### src/rtl/input_fifo_rx_if.sv
// Link bundle between the upstream RTS/DCTS arbiter, the local output arbiters and input_fifo_rx.
interface input_fifo_rx_if #(
    parameter int DATA_WIDTH = 32
);
    logic [DATA_WIDTH-1:0] RX;
    logic                  DRTS;
    logic                  read_en_N;
    logic                  read_en_E;
    logic                  read_en_W;
    logic                  read_en_S;
    logic                  read_en_L;
    logic                  CTS;
    logic [DATA_WIDTH-1:0] Data_out;
    logic                  empty;
    logic                  full;

    // Upstream router plus local arbiters drive the requests and consume the head flit.
    modport master (
        output RX, DRTS, read_en_N, read_en_E, read_en_W, read_en_S, read_en_L,
        input  CTS, Data_out, empty, full
    );

    modport slave (
        input  RX, DRTS, read_en_N, read_en_E, read_en_W, read_en_S, read_en_L,
        output CTS, Data_out, empty, full
    );
endinterface

### src/rtl/input_fifo_rx.sv
// Router input-port FIFO: RTS/DCTS receiver with first-word-fall-through head for five arbiters.
// Optional sticky error flags are built when INPUT_FIFO_ERR_EN is defined.
module input_fifo_rx #(
    parameter int DATA_WIDTH = 32,
    parameter int DEPTH      = 4
) (
    input  logic                  clk,
    input  logic                  rst,
    input_fifo_rx_if.slave        bus
`ifdef INPUT_FIFO_ERR_EN
    ,
    output logic                  err_read_empty,
    output logic                  err_multi_read,
    output logic                  err_cts_full
`endif
);
    localparam int                PTR_W      = $clog2(DEPTH);
    localparam logic [PTR_W-1:0]  PTR_ONE    = (PTR_W)'(1);
    localparam logic [PTR_W:0]    CNT_ONE    = (PTR_W+1)'(1);
    localparam logic [PTR_W:0]    FULL_COUNT = (PTR_W+1)'(DEPTH);

    logic                  cts_ff_r;
    logic [PTR_W-1:0]      write_ptr_r;
    logic [PTR_W-1:0]      read_ptr_r;
    logic [PTR_W:0]        count_r;
    logic [PTR_W:0]        count_next_s;
    logic [DATA_WIDTH-1:0] mem_r [DEPTH];

    logic [4:0]            rd_lines_s;
    logic                  rd_req_s;
    logic                  rd_s;
    logic                  wr_s;
    logic                  cts_in_s;
    logic                  empty_s;
    logic                  full_s;

    assign rd_lines_s = {bus.read_en_N, bus.read_en_E, bus.read_en_W, bus.read_en_S, bus.read_en_L};
    assign rd_req_s   = |rd_lines_s;
    assign empty_s    = (count_r == {(PTR_W+1){1'b0}});
    assign full_s     = (count_r == FULL_COUNT);
    assign rd_s       = rd_req_s & ~empty_s;
    // Full is judged at CTS issue; the only write that can follow is the one this CTS grants.
    assign cts_in_s   = bus.DRTS & ~cts_ff_r & ~full_s;
    assign wr_s       = cts_ff_r & bus.DRTS;

    assign bus.CTS      = cts_ff_r;
    assign bus.empty    = empty_s;
    assign bus.full     = full_s;
    assign bus.Data_out = mem_r[read_ptr_r];

    // Next occupancy: simultaneous push and pop cancel out.
    always_comb begin
        count_next_s = count_r;
        case ({wr_s, rd_s})
            2'b10:   count_next_s = count_r + CNT_ONE;
            2'b01:   count_next_s = count_r - CNT_ONE;
            default: count_next_s = count_r;
        endcase
    end

    // Clear-to-send pulse register; self-clearing because CTS_in masks on its own output.
    always_ff @(posedge clk) begin
        if (rst) begin
            cts_ff_r <= 1'b0;
        end else begin
            cts_ff_r <= cts_in_s;
        end
    end

    // Pointer and occupancy state.
    always_ff @(posedge clk) begin
        if (rst) begin
            write_ptr_r <= {PTR_W{1'b0}};
            read_ptr_r  <= {PTR_W{1'b0}};
            count_r     <= {(PTR_W+1){1'b0}};
        end else begin
            if (wr_s) begin
                write_ptr_r <= write_ptr_r + PTR_ONE;
            end
            if (rd_s) begin
                read_ptr_r <= read_ptr_r + PTR_ONE;
            end
            count_r <= count_next_s;
        end
    end

    // Flit storage; never cleared, contents past the pointers are simply stale.
    always_ff @(posedge clk) begin
        if (!rst && wr_s) begin
            mem_r[write_ptr_r] <= bus.RX;
        end
    end

`ifdef INPUT_FIFO_ERR_EN
    function automatic logic multi_hot(input logic [4:0] v);
        multi_hot = |(v & (v - 5'd1));
    endfunction

    // Sticky diagnostics; observation only, they never alter datapath behaviour.
    always_ff @(posedge clk) begin
        if (rst) begin
            err_read_empty <= 1'b0;
            err_multi_read <= 1'b0;
            err_cts_full   <= 1'b0;
        end else begin
            err_read_empty <= err_read_empty | (rd_req_s & empty_s);
            err_multi_read <= err_multi_read | multi_hot(rd_lines_s);
            err_cts_full   <= err_cts_full | (cts_in_s & full_s);
        end
    end
`endif
endmodule

### src/flat_wrapper.sv
// flat-port wrapper written by rule: the top's interface ports become plain ports
module input_fifo_rx_flat 
#(
    parameter int DATA_WIDTH = 32,
    parameter int DEPTH      = 4
)
  (clk, rst, bus_RX, bus_DRTS, bus_read_en_N, bus_read_en_E, bus_read_en_W, bus_read_en_S, bus_read_en_L, bus_CTS, bus_Data_out, bus_empty, bus_full);
  input_fifo_rx_if #(.DATA_WIDTH(DATA_WIDTH)) bus_i ();
  input  logic clk;
  input  logic rst;
  input wire logic [$bits(bus_i.RX)-1:0] bus_RX;
  input wire logic [$bits(bus_i.DRTS)-1:0] bus_DRTS;
  input wire logic [$bits(bus_i.read_en_N)-1:0] bus_read_en_N;
  input wire logic [$bits(bus_i.read_en_E)-1:0] bus_read_en_E;
  input wire logic [$bits(bus_i.read_en_W)-1:0] bus_read_en_W;
  input wire logic [$bits(bus_i.read_en_S)-1:0] bus_read_en_S;
  input wire logic [$bits(bus_i.read_en_L)-1:0] bus_read_en_L;
  output wire logic [$bits(bus_i.CTS)-1:0] bus_CTS;
  output wire logic [$bits(bus_i.Data_out)-1:0] bus_Data_out;
  output wire logic [$bits(bus_i.empty)-1:0] bus_empty;
  output wire logic [$bits(bus_i.full)-1:0] bus_full;
  assign bus_i.RX = bus_RX;
  assign bus_i.DRTS = bus_DRTS;
  assign bus_i.read_en_N = bus_read_en_N;
  assign bus_i.read_en_E = bus_read_en_E;
  assign bus_i.read_en_W = bus_read_en_W;
  assign bus_i.read_en_S = bus_read_en_S;
  assign bus_i.read_en_L = bus_read_en_L;
  assign bus_CTS = bus_i.CTS;
  assign bus_Data_out = bus_i.Data_out;
  assign bus_empty = bus_i.empty;
  assign bus_full = bus_i.full;
  input_fifo_rx #(.DATA_WIDTH(DATA_WIDTH), .DEPTH(DEPTH)) u_core (.clk(clk), .rst(rst), .bus(bus_i));
endmodule
### config.mk
export PLATFORM = sky130hd
export DESIGN_NAME = input_fifo_rx_flat
export DESIGN_NICKNAME = d
export VERILOG_FILES = /design/src/rtl/input_fifo_rx_if.sv /design/src/rtl/input_fifo_rx.sv /design/src/flat_wrapper.sv
export SDC_FILE = /design/constraint.sdc
export NUM_CORES = 1
export LEC_CHECK = 0
export CAP_MARGIN = 30
export CORE_MARGIN = 2
export CORE_UTILIZATION = 40
export CTS_CLUSTER_DIAMETER = 30
export DETAILED_ROUTE_END_ITERATION = 7
export GPL_TIMING_DRIVEN = 0
export SLEW_MARGIN = 10
export SYNTH_ARGS = -nofsm -noshare
export SYNTH_HDL_FRONTEND = slang
export SYNTH_SLANG_ARGS = --single-unit
### constraint.sdc
create_clock -name clk -period 2.3 [get_ports clk]
set_input_delay 0.46 -clock clk [delete_from_list [all_inputs] [get_ports clk]]
set_output_delay 0.46 -clock clk [all_outputs]
set_load 0.03 [all_outputs]
; ---- Yosys cells after proc, flatten, opt, wreduce, memory -nomap -nowiden
; Memory sizes are Yosys's and may differ from the RTL's. A register that Yosys moved wholly into a read port is not among the register bits.
; Index checks and enable logic that the tools add are counted.
[totals]
memories = 1
ram_bits = 128
regBits = 8
elab_cells = 29
out_inout_bits = 35
[memory_table]
columns = memory, words, width, rd, rd_clocked_by_memory_dff, write_ports, line_no
row1 = u_core.mem_r, 4, 32, 1, 1, 1, input_fifo_rx.sv:27  ; logic [DATA_WIDTH-1:0] mem_r [DEPTH];
[classes]
reduce_logical = 5
eq_ne = 3
add_sub_neg = 4
n_bitwise = 7
muxes = 5
[ops]
columns = op, n
row1 = $pmux 3 s2, 1
row2 = $reduce_or 5->1, 1
row3 = $add 2x1->2 const B, 2
row4 = $and 1x1->1, 4
row5 = $mux 2, 2
row6 = $add 3x1->3 const B, 1
row7 = $eq 3x3->1 const B, 1
row8 = $logic_not 3->1, 1
row9 = $not 1->1, 3
row10 = $sub 3x1->3 const B, 1
row11 = $eq 2x1->1 const B, 1
row12 = $eq 2x2->1 const B, 1
row13 = $mux 1, 2
row14 = $reduce_bool 2->1, 1
row15 = $logic_and 1x1->1, 1
row16 = $logic_not 1->1, 1

; ---- Depth between registers and ports, before layout
[depth]
word_depth = 5
mapped_depth = 8

; ---- Least setup slack after synthesis
; OpenSTA, ideal clock, no wires.
[synth_timing]
path_kind = flip-flop to flip-flop
from = register u_core.cts_ff_r, in the netlist u_core.bus.CTS
to = memory u_core.mem_r[0][0] (enable)
t_arrival_ns = 1.675
required_ns = 1.908
setup_ns = 0.392
setup_slack_ns = 0.233
path_stages_with_launch = 4
path_cell_list = dfxtp_1 nand2_1 nor2_1 and2_1
[synth_via]
elab_chain_len = 4
[synth_rtl]
columns = element, line_no
row1 = "start, declared", input_fifo_rx.sv:22  ; logic cts_ff_r;
row2 = "start signal, assigned", input_fifo_rx.sv:66  ; cts_ff_r <= cts_in_s;
row3 = $and 1x1->1, input_fifo_rx.sv:44  ; assign wr_s = cts_ff_r & bus.DRTS;
row4 = $logic_and 1x1->1, input_fifo_rx.sv:89  ; if (!rst && wr_s) begin
row5 = $mux 1, input_fifo_rx.sv:89
row6 = $mux 1 (implied by the code), input_fifo_rx.sv:90  ; mem_r[write_ptr_r] <= bus.RX;
row7 = "end, declared", input_fifo_rx.sv:27
; Every way passes these cells.

==> results by group <==
Status
  • Outcome: finished clean

Place
  • Dpl hpwl: 5553 µm
  • DP Worst Slack: -0.2976 ns
  • Placer congestion estimate: 0.7061
  • Number of port buffers: 74
  • Dpl cells: 474

Yosys
  • Top cells by area, synth: edfxtp_1 74%, mux4_2 13%, dfxtp_1 3.9%
  • Most frequent cell after synthesis: edfxtp_1
  • Post-synthesis sequential area ratio: 77.86%
  • Main synth FF type: edfxtp_1
  • Post-synth EDFFs: 128
  • Mapped Area: 5194 µm²
  • Average size of a mapped cell: 23.19 µm²
  • Syn_nets: 270
  • Mapped Cells: 224
  • Syn. warnings: 0
  • Synth area leader: edfxtp_1
  • Ys async rst share: 0%
  • Most frequent cells after synthesis: 128 x edfxtp_1, 30 x mux4_2, 10 x dfxtp_1
  • FF+latch count, synth: 138
  • Synth unique cells: 28
  • Synth top area share: 74.01%

Final layout
  • Ant diodes: 0
  • Non-filler cells in the finished layout: 509
  • Nets: 370
  • Area delta synth->final: 28.98%
  • Layout cell share with drive strength beyond 1: 32.05%

Timing
  • Minimum clock period: 2.223 ns
  • Worst relative slew slack: 71.24%
  • Worst slew pin tran: 0.4314 ns
  • Worst setup margin: 0.07661 ns
  • Max Fclk: 449.8 MHz
  • Setup Skew: 0.007918 ns
  • Hold WS: 0.4989 ns
  • Final Cycle Share: 96.67%
  • Fin. Hold Viols: 0
  • RSZ-0062 raised after global routing: false
  • Final Max Tran Viols: 0
  • Endpoints failing setup: 0

Critical path
  • Buf/Inv on CP: 2
  • Crit-path leading delay family: multiplexers
  • Worst flop-to-flop path endpoint: u_core.count_r[2]
  • Crit path required time: 1.84 ns
  • Arrival time at the worst endpoint: 1.76 ns
  • Path type of the worst setup path: reg -> out
  • Element type at the critical path end: primary output
  • Worst Path Max Fanout: 8
  • FF-to-FF path depth: 8
  • CP startpoint kind: register
  • Crit path cell chain: buf_12 > mux4_1 > clkdlybuf4s15_2
  • CP max stage delay: 0.55 ns
  • Slowest stage cell, crit path: mux4_1
  • Reg2reg setup slack: 0.29 ns
  • Reg2reg start: u_core.count_r[0]

Global route
  • Number of global-route vias before repair: 2677
  • Overflow after GRT: 0
  • GR Util All Layers: 14.00%
  • First-pass GRT wire length: 14140 µm
  • Initial antenna violation count: 0
  • Largest net degree at the start of global routing: 26

Power and ir drop
  • Reg power frac: 39.6%
  • Comb power frac: 27.9%
  • Sw Share: 28.14%
  • Sw power: 2.041 mW
  • Pleak: 2.219 nW
  • Int Pwr: 5.210 mW
  • Max IR drop VDD: 0.0007318 V
  • Pwr dens: 1082 nW/µm²
  • Clock Power Share: 32.5%

Route
  • Pre-antenna DRT Iters: 4
  • Drt via density: 4.802
  • WL/cell: 17.60 µm
  • DRT Wirelength: 8959 µm
  • Initial DRC Count: 144
  • Drt drc: 0
  • Antenna viol nets, final: 0
  • Vias: 2444

Min path
  • Hold Crit Depth: 1
  • Hold Startpoint: u_core.bus.CTS
  • Hold crit path type: reg -> reg
  • Hold worst-path end: u_core.bus.CTS

Floorplanning
  • Die X: 118.0 µm
  • Die area: 13910 µm²
  • Initial Utilization: 40.99%
  • Num rows: 41
  • Ports: 75
  • Die H: 118.0 µm
  • Core ar.: 12670 µm²

Clock network
  • Hold buffers post-CTS: 0
  • Clock Path Buffers: 2
  • Clock slew at reported path FFs: 0.06 ns
  • CTS tree: yes
  • Num Clock Sinks: 138
  • CTS buffer count: 17
  • Setup Buffers After CTS: 0
  • Clock Latency Late Sink: 0.41 ns
  • Htree depth: 4
  • Root Driver: clkbuf_16

Job
  • Max-Cap Viols: 0
==> power by group through the flow <==
| stage | clock, mW | combinational, mW | sequential [mW] |
|---|---|---|---|
| after floorplan | 0 | 1.40 | 2.91 |
| after global placement | 0 | 2.09 | 2.91 |
| after detailed placement | 0 | 2.10 | 2.91 |
| after CTS | 2.42 | 1.92 | 2.86 |
| after global routing | 2.53 | 2.17 | 2.88 |
| final | 2.36 | 2.02 | 2.87 |
==> layout by cell type (no fill, tap or decap), drive strengths merged, types with 2 or more instances in the layout <==
| cell type | Yosys | final |
|---|---|---|
| a21oi | 4 | 4 |
| and2 | 4 | 4 |
| buf | 7 | 38 |
| clkbuf | 1 | 25 |
| clkdlybuf4s15 | 0 | 2 |
| clkdlybuf4s50 | 0 | 42 |
| clkinv | 0 | 12 |
| dfxtp | 10 | 10 |
| edfxtp | 128 | 128 |
| ha | 5 | 5 |
| inv | 7 | 7 |
| mux2 | 3 | 3 |
| mux4 | 32 | 32 |
| nand2 | 2 | 2 |
| nor2 | 8 | 8 |
| xor2 | 2 | 2 |
==> worst max path at each step <==
stage / cells after the start / start / to / slack (ns)
floorplan: 3 / u_core.bus.CTS / u_core.mem_r[0][0] / 0.23
global placement: 4 / rst / u_core.mem_r[1][8] / -0.92
detailed placement: 9 / bus_read_en_W / u_core.count_r[2] / -0.30
CTS: 4 / register / bus_Data_out[15] / -0.07
global route: 9 / bus_read_en_W / u_core.count_r[2] / 0.003
finish: 3 / register / bus_Data_out[22] / 0.08
==> registers in the layout (all words and copies together) (netlist names), named ones only <==
register,flops
u_core.bus.CTS,1
u_core.count_r,3
u_core.mem_r,128
u_core.read_ptr_r,2
u_core.write_ptr_r,2
==> what timing repair did <==
action / 4_1_cts / 5_1_grt
gates cloned: 0 / 3
gates resized for setup: 154 / 9
endpoints found under the setup margin: 32 / 5
==> routing by layer <==
layer / global-route usage [%] / share of wire, % / up-vias
met5: 0 / 0 / -
met4: 6.777 / 1.3 / 0
met3: 6.056 / 5.8 / 9
met2: 21.98 / 51 / 70
met1: 16.58 / 42 / 1238
li1: - / - / 1127
==> metrics by stage <==
| stage | total power, mW | utilization, % | setup TNS, ns | area (µm²) |
|---|---|---|---|---|
| 2_1_floorplan | 4.309 | - | 0 | 5194 |
| 3_3_place_gp | 4.998 | 48.53 | -116.10 | 6150 |
| 3_5_place_dp | 5.015 | 49.21 | -0.7550 | 6235 |
| 4_1_cts | 7.198 | 52.17 | -0.07404 | 6610 |
| 5_1_grt | 7.577 | 52.87 | 0 | 6699 |
| 6_report | 7.251 | 52.87 | 0 | 6699 |
==> kinds of logic after synthesis <==
logic type / count (synthesis) / synth area share, %
flops: 138 / 77.86
mux: 35 / 14.67
simple gates: 21 / 2.433
buf+inv: 15 / 2.240
compound gates: 6 / 0.6985
fa+ha+maj: 6 / 1.590
xor+xnor: 3 / 0.5060
==> layout make-up <==
type                            count  area (µm²)
Clock inverter                     14       87.58
Clock buffer                       18       429.2
Fill cell                        1044        5972
Multi-Input combinational cell     71        1041
Sequential cell                   138        4045
Buffer                              8       103.9
Timing Repair Buffer               81       750.7
Tap cell                          172       215.2
Inverter                            7       26.28
No activity file was read; power rests on OpenSTA's default activity.
